--- src/rtl/cpu_clock_reset.sv ---
// Divides the pixel clock into the 65C02 cpu_clk and sequences sys_rst / cpu_rst_B.
// Also provides a glitch-free debug halt and single-step that parks cpu_clk low.
module cpu_clock_reset #(
    parameter int unsigned CPU_CLK_DIV      = 4,
    parameter int unsigned RESET_CPU_CYCLES = 16
) (
    input  logic clk_12_5875,
    input  logic rst,
    input  logic halt_req,
    input  logic step,
    output logic cpu_clk,
    output logic cpu_clk_rise,
    output logic cpu_clk_fall,
    output logic sys_rst,
    output logic cpu_rst_B,
    output logic halted
);

    localparam int unsigned CW = $clog2(CPU_CLK_DIV);
    localparam int unsigned RW = $clog2(RESET_CPU_CYCLES + 1);

    localparam logic [CW-1:0] CNT_LAST  = CW'(CPU_CLK_DIV - 1);
    localparam logic [CW-1:0] CNT_HALF  = CW'(CPU_CLK_DIV / 2);
    localparam logic [RW-1:0] RCNT_MAX  = RW'(RESET_CPU_CYCLES);
    localparam logic [RW-1:0] RCNT_HALF = RW'(RESET_CPU_CYCLES / 2);

    typedef enum logic [2:0] {
        RESET_HOLD,
        RUN,
        HALTING,
        HALTED,
        STEP
    } state_t;

    state_t          state, state_next;
    logic [CW-1:0]   cnt, cnt_next, cnt_inc;
    logic [RW-1:0]   rcnt, rcnt_next;
    logic            advance;
    logic            clk_next, rise_next, fall_next;
    logic            sys_rst_next, cpu_rst_b_next, halted_next;

    always_ff @(posedge clk_12_5875) begin
        if (rst) begin
            state        <= RESET_HOLD;
            cnt          <= '0;
            rcnt         <= '0;
            cpu_clk      <= 1'b0;
            cpu_clk_rise <= 1'b0;
            cpu_clk_fall <= 1'b0;
            sys_rst      <= 1'b1;
            cpu_rst_B    <= 1'b0;
            halted       <= 1'b0;
        end else begin
            state        <= state_next;
            cnt          <= cnt_next;
            rcnt         <= rcnt_next;
            cpu_clk      <= clk_next;
            cpu_clk_rise <= rise_next;
            cpu_clk_fall <= fall_next;
            sys_rst      <= sys_rst_next;
            cpu_rst_B    <= cpu_rst_b_next;
            halted       <= halted_next;
        end
    end

    always_comb begin
        state_next     = state;
        rcnt_next      = rcnt;
        sys_rst_next   = sys_rst;
        cpu_rst_b_next = cpu_rst_B;
        halted_next    = halted;

        // Only HALTED freezes the phase; every state change happens with cnt
        // landing on 0, so no phase is ever shortened.
        advance   = (state != HALTED);
        cnt_inc   = (cnt == CNT_LAST) ? '0 : cnt + 1'b1;
        cnt_next  = advance ? cnt_inc : '0;
        clk_next  = advance && (cnt_inc >= CNT_HALF);
        rise_next = advance && (cnt_inc == CNT_HALF);
        fall_next = advance && (cnt_inc == '0);

        unique case (state)
            RESET_HOLD: begin
                if (rise_next && (rcnt != RCNT_MAX)) begin
                    rcnt_next = rcnt + 1'b1;
                end
                if (rcnt_next >= RCNT_HALF) begin
                    sys_rst_next = 1'b0;
                end
                if ((rcnt == RCNT_MAX) && fall_next) begin
                    cpu_rst_b_next = 1'b1;
                    state_next     = RUN;
                end
            end
            RUN: begin
                if (halt_req) begin
                    state_next = HALTING;
                end
            end
            HALTING: begin
                if (!halt_req) begin
                    state_next = RUN;
                end else if (fall_next) begin
                    state_next  = HALTED;
                    halted_next = 1'b1;
                end
            end
            HALTED: begin
                if (!halt_req) begin
                    state_next  = RUN;
                    halted_next = 1'b0;
                end else if (step) begin
                    state_next  = STEP;
                    halted_next = 1'b0;
                end
            end
            STEP: begin
                if (fall_next) begin
                    state_next  = HALTED;
                    halted_next = 1'b1;
                end
            end
            default: begin
                state_next = RESET_HOLD;
            end
        endcase
    end

endmodule

--- config.mk ---
export PLATFORM = sky130hd
export DESIGN_NAME = cpu_clock_reset
export DESIGN_NICKNAME = d
export VERILOG_FILES = /design/src/rtl/cpu_clock_reset.sv
export SDC_FILE = /design/constraint.sdc
export NUM_CORES = 1
export LEC_CHECK = 0
export CAP_MARGIN = 5
export CORE_MARGIN = 8
export CORE_UTILIZATION = 52
export DETAILED_ROUTE_END_ITERATION = 8
export PLACE_DENSITY = 0.75
export SLEW_MARGIN = 10
export SYNTH_ARGS = -nofsm -noshare
export SYNTH_HDL_FRONTEND = slang
export SYNTH_SLANG_ARGS = --single-unit
--- constraint.sdc ---
create_clock -name clk_12_5875 -period 1.7 [get_ports clk_12_5875]
set_input_delay 0.34 -clock clk_12_5875 [delete_from_list [all_inputs] [get_ports clk_12_5875]]
set_output_delay 0.34 -clock clk_12_5875 [all_outputs]
set_load 0.02 [all_outputs]
=== Word-level counts from Yosys, hierarchy flattened ===
Cells that the tools add are included.

* Bits in registers: 16
* Input port bits: 4
* Output and inout bits: 6
* Word-level logic and storage cells: 55

* $add $sub $neg: 2
* Magnitude comparators: 2
* Equal/unequal tests: 13
* Mux-type cells: 15
* Bitwise logic cells: 1
* Reductions and logical operators: 13

{| class="wikitable"
|+ Operators by type and width
! kind !! count
|-
| $mux W3 || 6
|-
| $pmux W3 S5 || 1
|-
| $mux W5 || 2
|-
| $eq A3 B2 Y1 const B || 2
|-
| $ne A2 B2 Y1 const B || 3
|-
| $reduce_and A3 Y1 || 2
|-
| $add A5 B1 Y5 const B || 1
|-
| $eq A5 B5 Y1 const B || 1
|-
| $ge A5 B4 Y1 const B || 1
|-
| $logic_and A1 B1 Y1 || 5
|-
| $ne A5 B5 Y1 const B || 1
|-
| $eq A2 B2 Y1 const B || 2
|-
| $mux W1 || 4
|-
| $reduce_and A2 Y1 || 2
|-
| $eq A3 B1 Y1 const B || 1
|-
| $eq A3 B3 Y1 const B || 1
|-
| $logic_not A3 Y1 || 1
|-
| $ne A3 B2 Y1 const B || 1
|-
| $ne A3 B3 Y1 const B || 1
|-
| $pmux W1 S3 || 1
|-
| $reduce_bool A3 Y1 || 1
|-
| $add A2 B1 Y2 const B || 1
|-
| $ge A2 B2 Y1 const B || 1
|-
| $logic_not A2 Y1 || 1
|-
| 3 further kinds || 3
|}

=== Logic depth before layout (Yosys ltp) ===
* Depth in word-level cells: 9
* Gate-level depth with buffers: 6
* Mapped depth without buffers: 6

=== Worst setup path after synthesis ===
No wires, ideal clock.

* Kind: register to register
* From: register state[1]
* To: register state[0]
* Setup time: 0.084 ns
* Arrival: 1.261 ns
* Required time: 1.616 ns
* Path slack: 0.355 ns
* Cell stages (with the launch flop): 5
* Buffers on the path: 1
* Clock period less this slack: 1.345 ns
* Cell sequence: dfxtp_1 > buf_6 > or2_4 > a221o_1 > o31ai_2

* Longest elaborated chain between the ends: 5
* Elaborated cells on any way between the ends: 15

{| class="wikitable"
|+ Ends and longest elaborated chain
! what !! RTL line !! text
|-
| start, declared || 35 || <nowiki>state_t state, state_next;</nowiki>
|-
| start signal, assigned || 54 || <nowiki>state <= state_next;</nowiki>
|-
| $ne A3 B2 Y1 || 75 || <nowiki>advance = (state != HALTED);</nowiki>
|-
| $logic_and A1 B1 Y1 || 80 || <nowiki>fall_next = advance && (cnt_inc == '0);</nowiki>
|-
| $mux W3 / $logic_and A1 B1 Y1 (equally long branches) || n/a ||
|-
| $mux W3 / $ne A2 B2 Y1 (equally long branches) || n/a ||
|-
| $pmux W3 S5 / $reduce_and A3 Y1 (equally long branches) || n/a ||
|}

Several ways; a longest one is shown, not always the timed one.
A chain may end at the register's enable or synchronous reset.

=== Worst setup path after layout ===
* From: register sys_rst
* To: output port sys_rst

{| class="wikitable"
|+ RTL lines
! what !! RTL line !! text
|-
| start, declared || 14 || <nowiki>output logic sys_rst,</nowiki>
|-
| start signal, assigned || 60 || <nowiki>sys_rst <= sys_rst_next;</nowiki>
|}

No word-level cell between the ends.

==> metrics.txt <==
Worst-path clk slew=100 ps; # DRC=0; switching part of the total power=0.309; # IOs=10; Final WS setup=86.8 ps; Overflow after GRT=0; asr flop ratio synth=0; met1 Track Usage GR=0.130; CTS hold repair buffers=0; PwrDens=984 nW/um2; Port Buffers=9; Netlist Area Pre-Place=823 um2; Comb power frac=0.278; Final Max Tran Viols=0; area share of the largest cell type after synthesis=0.389; Most Crowded Layer GR=met2; CP Class=reg2out; cells on worst reg2reg path=3; cell taking the most area after synthesis=dfxtp_1; Yosys warnings=0; Clk pwr share=0.268; hold_ws=469 ps; # setup viols final=0; ys flop type=dfxtp_1; data required time of the worst path=1360 ps; clock tree from TritonCTS=built; total negative slack=0 ps; Buf/Inv on CP=1; synth top area cells=dfxtp_1 (39%), ha_1 (6.1%), nor2_1 (4.6%); Post-synth EDFFs=0; area of the multi-input gates=460 um2; Die W=55.8 um; power share of the sequential group=0.454; internal power=0.664 mW; r2r endpoint=state[0]; area grow syn2layout=18.5%; Psw=0.296 mW; first-pass GRT wire length=2.84 mm; critical path arrival=1270 ps; CTS Buf Count=3; final antenna-violating net count=0; setup bufs post-CTS=0; H-tree depth=1; Unique masters post-synth=33; Clk Latency, worst-skew pair=290 ps; Core Area=1490 um2; syn avg cell area=8.85 um2; clock root buffer=clkbuf_4; Worst Hold End=cnt[0]; Global Route met2 Usage=0.178; Rows=14; gr usage total=0.109; post-detail-place hpwl=1.22 mm; GP Congestion=0.870; largest net degree at the start of global routing=15; Max Freq=620 MHz; vias per cell=5.62; Max Cap Viol=0; CTS max path bufs=2; Worst Max-Slew Pin Slew=409 ps; grt met3 use=0.0251; Register Area=320 um2; Worst Path Max Fanout=3; Seq/Total Area, Yosys=0.389; syn nets=101; Crit. path cell count=1; Crit. End Element=output pin; drt pass-1 iters=4; initial antenna violation count=0; slowest stage cell, crit path=clkdlybuf4s50_1; Cells on Worst Hold Path=1; final hold violations=0; FF+latch count, synth=16; status=finished, final reports clean; die height=55.8 um; pre-CTS setup slack=-5.18 ps; Syn Inst Count=93; layout filler cell count=129; Hold Crit Start=cnt[0]; Worst R2R Setup Slack=270 ps; clk sink count=16; launch point of the worst reg-to-reg path=state[1]; VDD IR max=0.512 mV; crit path cell chain=clkdlybuf4s50_1; DR vias=680; RSZ-0062 raised after global routing=false; drt initial violations=6; period utilization=0.949; diode count=0; CTS resizes=0; number of global-route vias before repair=644; CP peak stage delay=620 ps; Total Power=0.960 mW; CP startpoint kind=flip-flop; Setup Skew=4.63 ps; min-delay worst type=reg2reg; crit path time final=1610 ps; initial cell density of the core=0.553; drt total wl=1.68 mm; Static Leakage=0.362 nW; Die ar.=3110 um2; Slew Limit Headroom=0.727; Routed WL per cell=13.9 um; fin nets=114; Top delay family on crit path=buffers and inverters; share of post-route cells with drive strength above 1=0.143
[power groups by stage]
stage          registers [mW]  logic [mW]  clock network, mW
2_1_floorplan           0.442       0.197                  0
3_5_place_dp            0.445       0.264                  0
5_1_grt                 0.441       0.297              0.275
4_1_cts                 0.436       0.266              0.268
6_report                0.436       0.267              0.258
3_3_place_gp            0.442       0.259                  0
[layer usage]
metal	routed length, um	up-vias
li1	-	348
met1	806	317
met2	791	13
met3	68	2
met4	17	0
met5	0	-
[flip-flops by register name, summed over array words and instances (netlist names)]
register and cells:
cpu_rst_B 1, cpu_clk 1, sys_rst 1, cpu_clk_fall 1, state 3, halted 1, cnt 2, rcnt 5
cpu_clk_rise 1
[synth_stat cells, types with 2 or more instances]
cell       n
nand3_1    3
nand2b_1   2
nor2_1    10
nor2b_1    4
nor3_1     5
and2_1     3
dfxtp_1   16
nand2_1    7
mux2i_1    2
o21ai_0    2
a21oi_1    2
ha_1       4
nor4_2     2
xnor2_1    4
a31oi_1    4
inv_1      3
clkbuf_1   4
[layout by cell type (no fill, tap or decap), types with 3 or more instances in the layout]
cell             netlist  layout
a31oi_1                4       4
and2_1                 3       3
buf_4                  0       5
clkbuf_4               0       3
clkdlybuf4s50_1        0       9
dfxtp_1               16      16
ha_1                   4       4
inv_1                  3       3
nand2_1                7       7
nand3_1                3       3
nor2_1                10      10
nor2b_1                4       4
nor3_1                 5       5
xnor2_1                4       4
[worst max-delay path by stage]
stage              from        to
2_1_floorplan  state[1]  state[0]
3_3_place_gp       step  state[0]
3_5_place_dp   halt_req  state[0]
4_1_cts         sys_rst   sys_rst
5_1_grt         sys_rst   sys_rst
6_report        sys_rst   sys_rst
[cell families after synthesis]
family                   synth area share
adder cells (fa/ha/maj)            0.0608
AO/OA/AOI/OAI                       0.122
multiplexers                       0.0380
XOR/XNOR                           0.0532
AND/OR/NAND/NOR                     0.286
flip-flops                          0.389
buffers and inverters              0.0517
[final cells by class]
type,instances,share of cell area
sequential,16,0.328
timing repair buffer,14,0.131
tap,16,0.0205
inverter,3,0.0115
clock buffer,4,0.0372
multi-input combinational,68,0.472
[through the flow]
step	instance area (um2)	utilization	instances
2_1_floorplan	823	-	93
3_5_place_dp	940	0.631	117
6_report	976	0.655	121
4_1_cts	976	0.655	121
3_3_place_gp	940	0.631	117
5_1_grt	976	0.655	121
Power figures use the tool's default switching activity.
